$ cat src/rtl/add_pkg.sv
// ============================================================================
// add_pkg : shared constants for the sequential chunked adder
// Rev 1.0 : initial release
// ============================================================================
`default_nettype none

package add_pkg;

   localparam int WIDTH_DEF = 32;
   localparam int CHUNK_DEF = 8;

   localparam logic [1:0] S_IDLE = 2'd0;
   localparam logic [1:0] S_RUN  = 2'd1;
   localparam logic [1:0] S_DONE = 2'd2;

endpackage

`default_nettype wire

$ cat src/rtl/add_chunk.sv
// ============================================================================
// add_chunk : combinational CHUNK-bit adder with carry-out and carry-into-MSB
// Rev 1.0 : initial release
// ============================================================================
`default_nettype none

module add_chunk #(
   parameter int CHUNK = 8
) (
   input  logic [CHUNK-1:0] i_a,
   input  logic [CHUNK-1:0] i_b,
   input  logic             i_cin,
   output logic [CHUNK-1:0] o_sum,
   output logic             o_cout,
   output logic             o_cmsb
);

   logic [CHUNK:0] w_full;

   assign w_full = {1'b0, i_a} + {1'b0, i_b} + {{CHUNK{1'b0}}, i_cin};
   assign o_sum  = w_full[CHUNK-1:0];
   assign o_cout = w_full[CHUNK];
   // Carry into the top bit is recovered from the sum bit and its two addends
   assign o_cmsb = i_a[CHUNK-1] ^ i_b[CHUNK-1] ^ w_full[CHUNK-1];

endmodule

`default_nettype wire

$ cat src/rtl/add_seq_nbit.sv
// ============================================================================
// add_seq_nbit : WIDTH-bit add/subtract computed CHUNK bits per clock
// Rev 1.0 : initial release
// ============================================================================
`default_nettype none

module add_seq_nbit
   import add_pkg::*;
#(
   parameter int WIDTH = WIDTH_DEF,
   parameter int CHUNK = CHUNK_DEF
) (
   input  logic             CLK,
   input  logic             RST_N,
   input  logic             IN_VALID,
   output logic             IN_READY,
   input  logic [WIDTH-1:0] X,
   input  logic [WIDTH-1:0] Y,
   input  logic             C_IN,
   input  logic             SUB,
   output logic [WIDTH-1:0] Z,
   output logic             C_OUT,
   output logic             OVF,
   output logic             ZERO,
   output logic             OUT_VALID,
   input  logic             OUT_READY
);

   localparam int NCHUNK = WIDTH / CHUNK;
   localparam int KW     = (NCHUNK > 1) ? $clog2(NCHUNK) : 1;

   logic [1:0]       r_state;
   logic [WIDTH-1:0] r_x;
   logic [WIDTH-1:0] r_y;
   logic [WIDTH-1:0] r_z;
   logic             r_carry;
   logic [KW-1:0]    r_k;
   logic             r_cout;
   logic             r_ovf;

   logic [CHUNK-1:0]       w_sum;
   logic                   w_cout;
   logic                   w_cmsb;
   logic                   w_last;
   logic [WIDTH+CHUNK-1:0] w_zcat;

   add_chunk #(
      .CHUNK (CHUNK)
   ) u_chunk (
      .i_a    (r_x[CHUNK-1:0]),
      .i_b    (r_y[CHUNK-1:0]),
      .i_cin  (r_carry),
      .o_sum  (w_sum),
      .o_cout (w_cout),
      .o_cmsb (w_cmsb)
   );

   assign w_last = (r_k == KW'(NCHUNK - 1));
   // Operands shift down and the result shifts in from the top, so the
   // active chunk is always bits [CHUNK-1:0] and Z lands aligned after NCHUNK steps.
   assign w_zcat = {w_sum, r_z};

   always_ff @(posedge CLK or negedge RST_N) begin
      if (!RST_N) begin
         r_state <= S_IDLE;
         r_x     <= '0;
         r_y     <= '0;
         r_z     <= '0;
         r_carry <= 1'b0;
         r_k     <= '0;
         r_cout  <= 1'b0;
         r_ovf   <= 1'b0;
      end else begin
         case (r_state)
            S_IDLE: begin
               if (IN_VALID) begin
                  r_x     <= X;
                  // Subtraction is X + ~Y + 1; inversion is folded in at capture
                  r_y     <= SUB ? ~Y : Y;
                  r_carry <= SUB ? 1'b1 : C_IN;
                  r_k     <= '0;
                  r_state <= S_RUN;
               end
            end
            S_RUN: begin
               r_x     <= r_x >> CHUNK;
               r_y     <= r_y >> CHUNK;
               r_z     <= w_zcat[WIDTH+CHUNK-1:CHUNK];
               r_carry <= w_cout;
               r_k     <= r_k + KW'(1);
               if (w_last) begin
                  r_cout  <= w_cout;
                  r_ovf   <= w_cmsb ^ w_cout;
                  r_state <= S_DONE;
               end
            end
            S_DONE: begin
               if (OUT_READY) begin
                  r_state <= S_IDLE;
               end
            end
            default: begin
               r_state <= S_IDLE;
            end
         endcase
      end
   end

   assign IN_READY  = (r_state == S_IDLE);
   assign OUT_VALID = (r_state == S_DONE);
   assign Z         = r_z;
   assign C_OUT     = r_cout;
   assign OVF       = r_ovf;
   assign ZERO      = (r_state == S_DONE) && (r_z == '0);

endmodule

`default_nettype wire
$ cat config.mk
export PLATFORM = sky130hd
export DESIGN_NAME = add_seq_nbit
export DESIGN_NICKNAME = d
export VERILOG_FILES = /design/src/rtl/add_pkg.sv /design/src/rtl/add_chunk.sv /design/src/rtl/add_seq_nbit.sv
export SDC_FILE = /design/constraint.sdc
export NUM_CORES = 1
export LEC_CHECK = 0
export ABC_AREA = 1
export CAP_MARGIN = 20
export CELL_PAD_IN_SITES_DETAIL_PLACEMENT = 1
export CELL_PAD_IN_SITES_GLOBAL_PLACEMENT = 1
export CORE_ASPECT_RATIO = 0.9
export CORE_MARGIN = 1.5
export CORE_UTILIZATION = 29
export CTS_CLUSTER_SIZE = 14
export DETAILED_ROUTE_END_ITERATION = 12
export PLACE_DENSITY_LB_ADDON = 0.1
export SLEW_MARGIN = 15
export SYNTH_ARGS = -nofsm -noshare
export SYNTH_HDL_FRONTEND = slang
export SYNTH_SLANG_ARGS = --single-unit
$ cat constraint.sdc
create_clock -name CLK -period 2.25 [get_ports CLK]
set_input_delay 0.675 -clock CLK [delete_from_list [all_inputs] [get_ports CLK]]
set_output_delay 0.675 -clock CLK [all_outputs]
set_load 0.02 [all_outputs]
==> qor.yml <==
synth_warnings: 0
synth.top_cells.by_area: "dfrtp_1 (53%), nand2_1 (12%), xnor2_1 (5.9%), o21ai_1 (3.6%), inv_1 (3.4%)"
row_count: 44
avgViaCountPerCell: 4.635
die_w_um: 139.7
critPathArrivalTime_ps: 1520
final-setup-viol-count: 0
grt_max_degree: 104
initial_core_util_pct: 29.93
diodes: 0
worst-slew-pin-transition_ps: 700.9
yosys.area.top_type: "dfrtp_1"
p_leak_nw: 2.993
status: "finished with violations"
violations: "DRC"
r2r-end: "OVF$_DFFE_PN0P_"
clock_latency_ps: 360
finalHoldWorstSlack_ps: 367.7
netlist_area_mm2: 0.004877
r2r_cells: 10
dieArea_mm2: 0.01761
cts_tree: "built"
ys_seq_area_share_pct: 52.85
hold_viol_final: 0
grt_antenna_before_repair: 0
dp.cells: 859
area_growth_pct: 37.58
io_buffers: 106
vias: 4056
clk_pin_slew_worst_paths_ps: 70
clock.fmax_mhz: 456.1
seq_area_mm2: 0.002579
drt_iter0_markers: 196
crit_path_end_kind: "output port"
routedWlPerCell_um: 15.38
final_common_cell: "nand2_1"
cap_viol_max_count: 0
cts-root-buf: "clkbuf_16"
grt-ovfl-total: 0
ir_drop_v: 0.0006163
ant_nets: 0
netlist.area_leader.share_pct: 52.85
critPathLaunchType: "flip-flop"
htree_num_levels: 3
startpoint: "Z[1]$_DFFE_PN0P_"
die_h_um: 126.0
ys_types: 32
skew_ps: 8.586
synth_area_per_cell_um2: 9.133
drive_gt1_share_pct: 10.63
hold_buffers: 0
globalplace.congestion: 0.7914
relSlewSlack_pct: 53.27
dp_worst_setup_slack_ps: -50.37
p_per_area_mw_per_mm2: 1386
worst-setup-path-type: "reg -> out"
synth_cells: 534
wirelength_um: 13450
fillerInstances: 1909
required_ps: 1570
stdcell_count: 875
nets: 743
most-common-layout-cells: "nand2_1 (153), dfrtp_1 (102), clkdlybuf4s50_1 (101)"
cts_buffers: 9
min_path_type: "in -> async"
drv_slew: 0
period_needed_ps: 2192
multiInputGateArea_mm2: 0.001938
fin_area_mm2: 0.006710
syn_nets: 614
dp.final_hpwl_um: 9340
grt_pass1_vias: 4282
rsz0062_at_grt: "true"
pin_count: 107
drc_errors: 8
ff2ff_setup_slack_ps: 200
post-route-period-util_pct: 97.44
cts_sinks: 103
power_mw: 9.298
clk_path_buf_depth: 2
ys_ff_latch: 103
dpl_cell_area_mm2: 0.006357
path_max_fanout: 2
grt_usage_pct: 15.82
grt_pass1_wl_um: 21910
core_mm2: 0.01630
fin_ws_ps: 57.53
r2r-start: "r_x[0]$_DFFE_PN0P_"
drt_first_pass_iters: 8
[critical path: stages (launching register included)]
cell     delay (ps)
dfrtp_1         380
nor4_1          290
nand4_1         160
nor2_1          170
buf_4           160
[metal layers]
metal  GRT usage (%)  vias to the layer above  share of wire [%]
li1                -                     2010                  -
met1           20.54                     1964                 48
met2           26.54                       68                 46
met3           2.624                       14                3.5
met4           6.130                        0                1.7
met5               0                        -                  0
[cell families (layout without fill, tap and decap cells)]
logic type,Yosys count,count (layout),synth area share [%]
simple gates,200,200,16.73
flops,103,103,52.85
buf+inv,77,211,7.645
compound gates,110,110,13.80
fa+ha+maj,10,10,2.873
xor+xnor,34,34,6.106
[stage by stage]
| stage | util [%] | TNS (ps) |
|---|---|---|
| floorplan | - | 0 |
| global placement | 39.01 | -16.16 |
| detailed placement | 39.01 | -50.37 |
| CTS | 41.16 | -84.43 |
| global route | 41.18 | -8.361 |
| finish | 41.18 | 0 |
[power by group]
group          internal [mW]  switching [mW]  leakage (nW)
Combinational           1.87            2.51          1.50
Clock                   1.09           0.734         0.166
Sequential              2.62           0.467          1.33
[repair_timing]
item,CTS,global route
setup buffers,0,0
resized for setup,6,5
pin swaps,0,2
setup endpoints to repair,3,3
[area by class of cell]
type / count / area share [%]
Clock inverter: 7 / 1.790
Tap cell: 207 / 3.860
Clock buffer: 9 / 3.356
Sequential cell: 103 / 38.43
Inverter: 48 / 2.722
Multi-Input combinational cell: 354 / 28.88
Timing Repair Buffer: 147 / 20.96
[registers in the layout, summed over array words and instances (netlist names)]
signal / flops
Z: 32
r_x: 32
r_y: 32
r_k: 2
r_state: 2
C_OUT: 1
OVF: 1
r_carry: 1
[Yosys cell counts]
| cell | n |
|---|---|
| a21oi_1 | 3 |
| a22o_1 | 6 |
| a22oi_1 | 18 |
| buf_2 | 10 |
| buf_4 | 7 |
| buf_6 | 4 |
| clkbuf_1 | 4 |
| clkbuf_2 | 1 |
| clkbuf_4 | 3 |
| dfrtp_1 | 103 |
| fa_1 | 2 |
| ha_1 | 8 |
| inv_1 | 44 |
| inv_2 | 3 |
| inv_4 | 1 |
| nand2_1 | 153 |
| nand2_2 | 2 |
| nand3_1 | 19 |
| nand3b_1 | 3 |
| nand4_1 | 4 |
| nor2_1 | 13 |
| nor2_2 | 1 |
| nor4_1 | 4 |
| o211ai_1 | 19 |
| o21ai_0 | 26 |
| o21ai_1 | 35 |
| o221ai_1 | 1 |
| o22ai_1 | 1 |
| o31ai_1 | 1 |
| or2_1 | 1 |
| xnor2_1 | 33 |
| xor2_1 | 1 |
[worst max path at each step]
stage / to / slack, ps
2_1_floorplan: OVF$_DFFE_PN0P_ / 370
3_3_place_gp: ZERO / -20
3_5_place_dp: ZERO / -50
4_1_cts: ZERO / -80
5_1_grt: ZERO / -8
6_report: ZERO / 60
No activity file was read; power rests on OpenSTA's default activity.
